**src/rtl/load_ext_pkg.sv**
```systemverilog
// Shared definitions for the load-data extension path: op codes and buffer sizing.
package load_ext_pkg;

    typedef logic [2:0] ext_op_t;

    localparam ext_op_t EXT_W  = 3'd0;
    localparam ext_op_t EXT_BU = 3'd1;
    localparam ext_op_t EXT_B  = 3'd2;
    localparam ext_op_t EXT_HU = 3'd3;
    localparam ext_op_t EXT_H  = 3'd4;

    localparam int BUF_DEPTH = 2;
    localparam int PTR_W     = $clog2(BUF_DEPTH);

endpackage

```
**src/rtl/load_ext_sel.sv**
```systemverilog
// Combinational byte/halfword/word select with sign/zero extension (little-endian).
// The err port exists only when LOAD_EXT_ERR_EN is defined.
module load_ext_sel
    import load_ext_pkg::*;
#(
    parameter  int DATA_W = 32,
    localparam int OFF_W  = $clog2(DATA_W / 8)
) (
    input  logic [DATA_W-1:0] in_data,
    input  logic [OFF_W-1:0]  in_off,
    input  logic [2:0]        in_op,
    output logic [DATA_W-1:0] data
`ifdef LOAD_EXT_ERR_EN
    ,
    output logic              err
`endif
);

    logic [OFF_W-1:0] off_h;
    logic [7:0]       byte_v;
    logic [15:0]      half_v;

    // Halfword accesses ignore the low offset bit; misalignment is only flagged.
    assign off_h  = {in_off[OFF_W-1:1], 1'b0};
    assign byte_v = 8'(in_data >> {in_off, 3'b000});
    assign half_v = 16'(in_data >> {off_h, 3'b000});

    always_comb begin
        data = in_data;
        case (ext_op_t'(in_op))
            EXT_BU:  data = {{(DATA_W - 8){1'b0}}, byte_v};
            EXT_B:   data = {{(DATA_W - 8){byte_v[7]}}, byte_v};
            EXT_HU:  data = {{(DATA_W - 16){1'b0}}, half_v};
            EXT_H:   data = {{(DATA_W - 16){half_v[15]}}, half_v};
            default: data = in_data;
        endcase
    end

`ifdef LOAD_EXT_ERR_EN
    always_comb begin
        err = 1'b0;
        case (ext_op_t'(in_op))
            EXT_W:          err = (in_off != '0);
            EXT_BU, EXT_B:  err = 1'b0;
            EXT_HU, EXT_H:  err = in_off[0];
            default:        err = 1'b1;
        endcase
    end
`endif

endmodule

```
**src/rtl/load_ext_pipe.sv**
```systemverilog
// Load-data extension stage with a 2-entry elastic buffer between memory and writeback.
// Optional LOAD_EXT_ERR_EN builds per-entry misalignment/reserved-op flags.
module load_ext_pipe
    import load_ext_pkg::*;
#(
    parameter  int DATA_W = 32,
    localparam int OFF_W  = $clog2(DATA_W / 8)
) (
    input  logic              clk,
    input  logic              reset,
    input  logic              flush,
    input  logic              in_valid,
    output logic              in_ready,
    input  logic [DATA_W-1:0] in_data,
    input  logic [OFF_W-1:0]  in_off,
    input  logic [2:0]        in_op,
    output logic              out_valid,
    input  logic              out_ready,
    output logic [DATA_W-1:0] out_data,
    output logic              out_err
);

    logic [DATA_W-1:0] sel_data;
    logic [DATA_W-1:0] buf_data [BUF_DEPTH];
    logic [PTR_W-1:0]  head, tail;
    logic [1:0]        count;
    logic              push, pop;

`ifdef LOAD_EXT_ERR_EN
    logic                 sel_err;
    logic [BUF_DEPTH-1:0] buf_err;
`endif

    load_ext_sel #(.DATA_W(DATA_W)) u_sel (
        .in_data (in_data),
        .in_off  (in_off),
        .in_op   (in_op),
        .data    (sel_data)
`ifdef LOAD_EXT_ERR_EN
        ,
        .err     (sel_err)
`endif
    );

    // Ready depends only on registered occupancy, never on out_ready.
    assign in_ready  = (count != 2'(BUF_DEPTH));
    assign out_valid = (count != 2'd0);
    assign push      = in_valid && in_ready && !flush;
    assign pop       = out_valid && out_ready && !flush;
    assign out_data  = buf_data[head];

    always_ff @(posedge clk or posedge reset) begin
        if (reset) begin
            count <= '0;
            head  <= '0;
            tail  <= '0;
            for (int i = 0; i < BUF_DEPTH; i++) buf_data[i] <= '0;
        end else if (flush) begin
            count <= '0;
            head  <= '0;
            tail  <= '0;
        end else begin
            if (push) begin
                buf_data[tail] <= sel_data;
                tail           <= tail + 1'b1;
            end
            if (pop) head <= head + 1'b1;
            case ({push, pop})
                2'b10:   count <= count + 2'd1;
                2'b01:   count <= count - 2'd1;
                default: count <= count;
            endcase
        end
    end

`ifdef LOAD_EXT_ERR_EN
    always_ff @(posedge clk or posedge reset) begin
        if (reset)     buf_err       <= '0;
        else if (push) buf_err[tail] <= sel_err;
    end

    assign out_err = buf_err[head];
`else
    assign out_err = 1'b0;
`endif

endmodule

```
**config.mk**
```make
export PLATFORM = sky130hd
export DESIGN_NAME = load_ext_pipe
export DESIGN_NICKNAME = d
export VERILOG_FILES = /design/src/rtl/load_ext_pkg.sv /design/src/rtl/load_ext_sel.sv /design/src/rtl/load_ext_pipe.sv
export SDC_FILE = /design/constraint.sdc
export NUM_CORES = 1
export LEC_CHECK = 0
export ABC_AREA = 1
export CAP_MARGIN = 25
export CORE_UTILIZATION = 41
export CTS_CLUSTER_DIAMETER = 200
export DETAILED_ROUTE_END_ITERATION = 8
export PLACE_DENSITY = 0.65
export SYNTH_ARGS = -nofsm -noshare
export SYNTH_HDL_FRONTEND = slang
export SYNTH_HIERARCHICAL = 1
export SYNTH_SLANG_ARGS = --single-unit
```
**constraint.sdc**
```tcl
create_clock -name clk -period 3.27 [get_ports clk]
set_clock_uncertainty 0.2 [all_clocks]
set_input_delay 0.327 -clock clk [delete_from_list [all_inputs] [get_ports clk]]
set_output_delay 0.327 -clock clk [all_outputs]
set_load 0.03 [all_outputs]
```
**Word-level counts from Yosys, hierarchy flattened**

Cells that the tools add are included.

- Add/subtract/negate cells: 4
- $lt $le $gt $ge: 3
- Equal/unequal tests: 7
- Shifts and indexed selects: 2
- Muxes and demuxes: 13
- Bitwise operators: 3
- Reduce and logical (&&, ||, !) cells: 11

Operators with widths:

| operator | count |
|---|---|
| 32-bit two-way mux | 4 |
| 32-bit one-hot mux with 4 select lines | 1 |
| 64-bit bitwise mux | 1 |
| 32-bit demux with 1-bit select | 1 |
| 32-bit by 5-bit >> shifter with 16-bit output | 1 |
| 32-bit by 5-bit >> shifter with 8-bit output | 1 |
| 3-bit by 2-bit equality test with 1-bit output (second input constant) | 2 |
| 2-bit nonzero test | 3 |
| 1-bit logical AND | 5 |
| 2-bit >= comparator (second input constant) | 2 |
| 1-bit two-way mux | 4 |
| 1-bit inverter with 2-bit output | 2 |
| 2-bit one-hot mux with 2 select lines | 1 |
| 3-bit by 1-bit equality test with 1-bit output (second input constant) | 1 |
| 3-bit equality test (second input constant) | 1 |
| 3-bit nonzero test | 1 |
| 1-bit adder (second input constant) | 2 |
| 2-bit by 1-bit adder with 2-bit output (second input constant) | 1 |
| 2-bit by 1-bit equality test with 1-bit output (second input constant) | 1 |
| 2-bit equality test (second input constant) | 1 |
| 2-bit by 1-bit less-than comparator with 1-bit output (second input constant) | 1 |
| 2-bit two-way mux | 1 |
| 2-bit inequality test (second input constant) | 1 |
| 2-bit AND reduction | 1 |
| 3 further kinds | 3 |

- Bits in registers: 68
- Input port bits: 42
- Output and inout bits: 35
- Word-level logic and storage cells: 48

**Depth between registers and ports, before layout**

Gate-level depths: netlist of run 1.

- Word-level depth: 6
- Depth in mapped cells: 10
- Gate-level depth less buffers: 9

**Cells and area by module**

Netlist of run 1, hierarchy kept.

Modules (own cells, without submodules):

| module | instances | cells each | area an instance (um2) | sequential area each (um2) |
|---|---|---|---|---|
| load_ext_pipe | 1 | 384 | 3164.3 | 1701.6 |
| load_ext_sel | 1 | 232 | 1033.5 | 0.0 |

**Worst setup path before layout of run 1**

Ideal clock, no wire load.

- Path type: register -> output
- Start point: register head
- End point: output port out_data[10]
- Arrival time: 1.141 ns
- Data required time: 2.743 ns
- Path slack: 1.602 ns
- Cell stages (with the launch flop): 6
- Path buffers: 2
- Cells stage by stage: dfrtp_1 -> clkbuf_1 -> clkinv_1 -> clkbuf_1 -> nand2_1 -> nand2_1

- Longest elaborated chain between the ends: 4

RTL lines:

| what | RTL line | text |
|---|---|---|
| from (decl) | load_ext_pipe.sv:25 | `logic [PTR_W-1:0] head, tail;` |
| from (signal assigned) | load_ext_pipe.sv:67 | `if (pop) head <= head + 1'b1;` |
| 1-bit inverter with 2-bit output (not written as such) | load_ext_pipe.sv:50 | `assign out_data = buf_data[head];` |
| 32-bit two-way mux (not written as such) (3 in a row) | load_ext_pipe.sv:50 |  |
| to (decl) | load_ext_pipe.sv:19 | `output logic [DATA_W-1:0] out_data,` |

No other way between the ends. The select of a mux whose other input is x is not followed.

**Worst setup path in the final report of run 1**

- Start point: register head
- End point: output port out_data[27]

Same word-level chain as after synthesis.

==> results.sh, run 1 <==
export IMPL_start_util=0.426
export IMPL_htreeDepth=3
export IMPL_grt_overflow_total=0
export IMPL_clkTransAtPathRegs_ns=0.07
export IMPL_grt_pass1_wl_mm=17.8
export IMPL_timing_fmax_ghz=0.343
export IMPL_total_power_mw=4.17
export IMPL_yosysTopAreaCell="dfrtp_1"
export IMPL_slew_violations=0
export IMPL_ios=77
export IMPL_worst_setup_path_type="flip-flop to output pin"
export IMPL_synth_distinct_cells=25
export IMPL_final_nets=716
export IMPL_insertion_delay_ns=0.34
export IMPL_crit_path_end_kind="output pin"
export IMPL_postPlaceCellArea_um2=4940
export IMPL_drtIter0Drc=194
export IMPL_cts_sinks=68
export IMPL_drt_wl_total_mm=10.9
export IMPL_fin_ws_ns=0.355
export IMPL_p_leak_nw=2.73
export IMPL_drive_above_1_share=0.0842
export IMPL_grt_pass1_vias=3756
export IMPL_hold_path_class="primary input to async pin"
export IMPL_wl_per_cell_um=13.4
export IMPL_required_ns=2.74
export IMPL_stdcell_count=810
export IMPL_syn_cell_area_um2=4200
export IMPL_seq_area_frac_synth=0.405
export IMPL_finalSetupViolations=0
export IMPL_avgViaCountPerCell=4.91
export IMPL_place_congestion=0.844
export IMPL_cap_viol_max_count=0
export IMPL_relSlewSlack=0.349
export IMPL_grt_busiest_layer="met2"
export IMPL_die_area_um2=10600
export IMPL_max_vdd_ir_drop_mv=0.299
export IMPL_cts_repair_resize_count=0
export IMPL_synth_area_leaders="dfrtp_1 (41%), nand2_1 (25%), nand3_1 (7.3%)"
export IMPL_root_buffer="clkbuf_8"
export IMPL_grt_total_usage=0.221
export IMPL_final_antenna_net_count=0
export IMPL_arrival_ns=2.39
export IMPL_antenna_found_initial=0
export IMPL_synthCells=616
export IMPL_period_minus_slack_ns=2.92
export IMPL_synth_top_area_share=0.405
export IMPL_die_y_um=103
export IMPL_holdWs_ns=0.170
export IMPL_antenna_cells=0
export IMPL_fp_coreArea_um2=9860
export IMPL_syn_nets=658
export IMPL_outcome="finished clean"
export IMPL_placed_cells_incl_taps=796
export IMPL_grt_max_degree=69
export IMPL_cts_tree="done"
export IMPL_finalCritPeriodShare=0.892
export IMPL_firstDrtPassIters=5
export IMPL_pre_cts_ws_ns=0.416
export IMPL_final_util=0.520
export IMPL_die_width_um=103
export IMPL_met1_usage=0.290
export IMPL_clockBufferDepth=2
export IMPL_path_max_fanout=34
export IMPL_drc_errors=0
export IMPL_avgSynthCellArea_um2=6.81
export IMPL_met3_usage=0.0222
export IMPL_numCtsBuffers=9
export IMPL_design_area_um2=5130
export IMPL_portBuffers=75
export IMPL_num_rows=36
export IMPL_postCtsHoldBufs=0
export IMPL_num_vias=3975
export IMPL_ys_ff_latch=68
export IMPL_finalHoldViolCount=0
export IMPL_rsz0062_at_grt="no"
export IMPL_post_cts_buffers=0
export IMPL_worstMarginPinSlew_ns=0.971
export IMPL_yosysWarningCount=6
export IMPL_area_delta_synth_final_pct=22.1
export IMPL_use_met2=0.375
export IMPL_powerDensity_nw_per_um2=814
export IMPL_nFillCells=1008
export IMPL_critPathLaunchType="flip-flop"
export IMPL_dp_hpwl_mm=7.56
export IMPL_fin_setup_tns_ns=0
[per-layer routing]
layer  vias up  part of all wire
li1       2010                 -
met1      1855              0.46
met2        96              0.48
met3        14             0.038
met4         0             0.016
met5         -                 0
[layout make-up]
class,instances,area (µm²),share of cell area
Clock buffer,12,155,0.0303
Timing Repair Buffer,82,816,0.159
Tap cell,133,166,0.0325
Sequential cell,68,1700,0.332
Clock inverter,2,35.0,0.00683
Inverter,76,288,0.0561
Multi-Input combinational cell,437,1960,0.383
[power by group]
group          total (mW)  switching [mW]  leakage (nW)  internal, mW
logic                2.03            1.22          1.77         0.805
registers            1.46           0.226         0.864          1.23
clock network       0.688           0.303        0.0983         0.385
[critical path, cell delays in order, from the launching register on]
cell             delay [ns]
dfrtp_1                0.35
clkinv_1               0.75
nand2_1                0.24
nand2_1                0.09
clkdlybuf4s50_1        0.60
[layout by cell type, fill, tap and decap left out, drive strengths merged]
| master | count |
|---|---|
| conb | 1 |
| nor2 | 5 |
| nand3 | 63 |
| buf | 7 |
| a21oi | 2 |
| o21ai | 73 |
| nand2 | 291 |
| clkdlybuf4s50 | 75 |
| nand3b | 2 |
| clkinv | 2 |
| clkbuf | 12 |
| bufinv | 1 |
| dfrtp | 68 |
| inv | 75 |
[logic make-up (layout without fill, tap and decap cells)]
kind of cell           Yosys count  after routing  synth area share
buffers and inverters          111            172             0.127
AOI/OAI and AO/OA               75             75             0.109
DFF                             68             68             0.405
other                            1              1          0.000893
and+or+nand+nor                361            361             0.358
[registers in the layout, summed over array words and instances, names as in the netlist]
| signal | cells |
|---|---|
| count | 2 |
| buf_data | 64 |
| head | 1 |
| tail | 1 |
[worst paths after layout]
kind / from / end / slack [ns] / cells after the start
setup reg to reg: count[0] / buf_data[59] / 1.29 / 8
max in group asynchronous: reset / buf_data[5] / 2.39 / 3
hold / removal: reset / buf_data[18] / 0.17 / 3
setup / recovery: head / out_data[27] / 0.35 / 4
min in group clk: buf_data[32] / buf_data[32] / 0.28 / 2
hold reg to reg: buf_data[32] / buf_data[32] / 0.28 / 2
[Yosys cell counts]
| cell | number |
|---|---|
| dfrtp_1 | 68 |
| buf_4 | 4 |
| nor2_1 | 4 |
| inv_1 | 72 |
| o21ai_2 | 22 |
| inv_4 | 1 |
| buf_2 | 11 |
| clkbuf_2 | 1 |
| a21oi_1 | 2 |
| buf_6 | 11 |
| clkinv_1 | 1 |
| nand2_2 | 4 |
| clkbuf_1 | 8 |
| nand3b_2 | 1 |
| nand3b_1 | 1 |
| o21ai_1 | 40 |
| nand3_1 | 61 |
| nand2_4 | 3 |
| nor2_4 | 1 |
| nand3_2 | 1 |
| nand3_4 | 1 |
| o21ai_0 | 11 |
| nand2_1 | 284 |
| conb_1 | 1 |
| inv_2 | 2 |
No activity file was read; power rests on OpenSTA's default activity.
==> inputs of run 2 (changes only) <==
--- a/config.mk
+++ b/config.mk
@@ -10,6 +10,7 @@
 export CORE_UTILIZATION = 41
 export CTS_CLUSTER_DIAMETER = 200
 export DETAILED_ROUTE_END_ITERATION = 8
+export GPL_TIMING_DRIVEN = 1
 export PLACE_DENSITY = 0.65
 export SYNTH_ARGS = -nofsm -noshare
 export SYNTH_HDL_FRONTEND = slang
==> results of run 2 <==
Final layout, timing and power as in run 1 (identical DEF).
==> inputs of run 3 (changes only) <==
--- a/config.mk
+++ b/config.mk
@@ -8,6 +8,7 @@
 export ABC_AREA = 1
 export CAP_MARGIN = 25
 export CORE_UTILIZATION = 41
+export CTS_BUF_LIST = sky130_fd_sc_hd__clkbuf_4 sky130_fd_sc_hd__clkbuf_8
 export CTS_CLUSTER_DIAMETER = 200
 export DETAILED_ROUTE_END_ITERATION = 8
 export GPL_TIMING_DRIVEN = 1
==> results.sh, run 3 (same netlist as run 1, synthesis figures left out) <==
export IMPL_outcome="finished clean"
export IMPL_placed_cells_incl_taps=796
export IMPL_cap_viol_max_count=0
export IMPL_area_delta_synth_final_pct=22.2
export IMPL_numCtsBuffers=9
export IMPL_critPathTopFamily="buffers and inverters"
export IMPL_slew_violations=0
export IMPL_avgViaCountPerCell=4.84
export IMPL_largest_reg_flops=64
export IMPL_grt_pass1_vias=3751
export IMPL_finalHoldViolCount=0
export IMPL_p_sw_mw=1.75
export IMPL_swShare=0.419
export IMPL_critPathLaunchType="flip-flop"
export IMPL_final_nets=716
export IMPL_postCtsHoldBufs=0
export IMPL_pwr_share_clk=0.166
export IMPL_cp_cell_sequence="clkinv_1 > nand2_1 > nand2_1 > clkdlybuf4s50_1"
export IMPL_crit_path_end_kind="output pin"
export IMPL_drtIter0Drc=182
export IMPL_dp_hpwl_mm=7.56
export IMPL_cts_repair_resize_count=0
export IMPL_wl_per_cell_um=13.4
export IMPL_timing_fmax_ghz=0.342
export IMPL_internal_power_mw=2.43
export IMPL_insertion_delay_ns=0.34
export IMPL_total_power_mw=4.18
export IMPL_postPlaceCellArea_um2=4940
export IMPL_path_max_fanout=34
export IMPL_powerDensity_nw_per_um2=815
export IMPL_pre_cts_ws_ns=0.416
export IMPL_firstDrtPassIters=4
export IMPL_portBuffers=75
export IMPL_final_cell_mix="nand2_1 (284), clkdlybuf4s50_1 (75), inv_1 (71), dfrtp_1 (68), nand3_1 (61)"
export IMPL_fp_coreArea_um2=9860
export IMPL_fin_ws_ns=0.345
export IMPL_drive_above_1_share=0.0857
export IMPL_period_minus_slack_ns=2.93
export IMPL_path_buf_inv=2
export IMPL_htreeDepth=3
export IMPL_clkTransAtPathRegs_ns=0.07
export IMPL_top_register="buf_data"
export IMPL_antenna_found_initial=0
export IMPL_grt_overflow_total=0
export IMPL_ios=77
export IMPL_post_cts_buffers=0
export IMPL_crit_slowest_cell="clkinv_1"
export IMPL_num_vias=3921
export IMPL_grt_total_usage=0.221
export IMPL_crit_top_cell="nand2_1"
export IMPL_relSlewSlack=0.341
export IMPL_root_buffer="clkbuf_8"
export IMPL_grt_pass1_wl_mm=17.8
export IMPL_max_vdd_ir_drop_mv=0.299
export IMPL_drt_wl_total_mm=10.9
export IMPL_p_leak_nw=2.74
export IMPL_power_frac_comb=0.485
export IMPL_holdWs_ns=0.169
export IMPL_rsz0062_at_grt="no"
export IMPL_required_ns=2.74
export IMPL_stdcell_count=810
export IMPL_drc_errors=0
export IMPL_worst_setup_path_type="flip-flop to output pin"
export IMPL_num_rows=36
export IMPL_die_area_um2=10600
export IMPL_finalCritPeriodShare=0.895
export IMPL_seqPwrFrac=0.349
export IMPL_worstMarginPinSlew_ns=0.983
export IMPL_antenna_cells=0
export IMPL_cts_tree="done"
export IMPL_top_regs="buf_data: 64 flops, count: 2 flops"
export IMPL_die_y_um=103
export IMPL_cts_sinks=68
export IMPL_final_antenna_net_count=0
export IMPL_slowest_delay_ns=0.76
export IMPL_design_area_um2=5130
export IMPL_start_util=0.426
export IMPL_final_util=0.520
export IMPL_arrival_ns=2.40
export IMPL_hold_path_class="primary input to async pin"
export IMPL_fin_setup_tns_ns=0
export IMPL_grt_max_degree=69
export IMPL_clockBufferDepth=2
export IMPL_finalSetupViolations=0
export IMPL_die_width_um=103
export IMPL_place_congestion=0.844
export IMPL_final_common_cell="nand2_1"
-- run 3: worst register-to-register path: cells and delay by family (launching register included) --
family,cells,cell delay (ns)
simple gates,4,0.64
compound gates,1,0.07
buf+inv,3,0.56
flops,1,0.40
-- run 3: area by class of cell --
cell class / instances / area, µm²
sequential: 68 / 1700
timing repair buffer: 82 / 816
fill: 1007 / 4730
inverter: 76 / 288
clock inverter: 2 / 35.0
tap: 133 / 166
clock buffer: 12 / 159
multi-input combinational: 437 / 1960
-- run 3: power by group through the flow --
stage | clock network, mW | registers [mW] | logic (mW)
2_1_floorplan | 0 | 1.40 | 1.40
3_3_place_gp | 0 | 1.45 | 2.01
3_5_place_dp | 0 | 1.47 | 2.05
4_1_cts | 0.719 | 1.45 | 2.05
5_1_grt | 0.749 | 1.50 | 2.24
6_report | 0.695 | 1.46 | 2.03
-- run 3: path summary, 6_finish.rpt --
kind	start	end	slack, ns	depth (start not counted)
hold reg to reg	buf_data[32]	buf_data[32]	0.28	2
max in group asynchronous	reset	buf_data[5]	2.38	3
setup / recovery	head	out_data[27]	0.34	4
min in group clk	buf_data[32]	buf_data[32]	0.28	2
setup reg to reg	count[0]	buf_data[36]	1.29	8
hold / removal	reset	buf_data[18]	0.17	3
-- run 3: layer usage --
metal / part of all wire / GRT usage
met5: 0 / 0
met4: 0.014 / 0.0921
met3: 0.042 / 0.0222
met2: 0.47 / 0.374
met1: 0.47 / 0.291
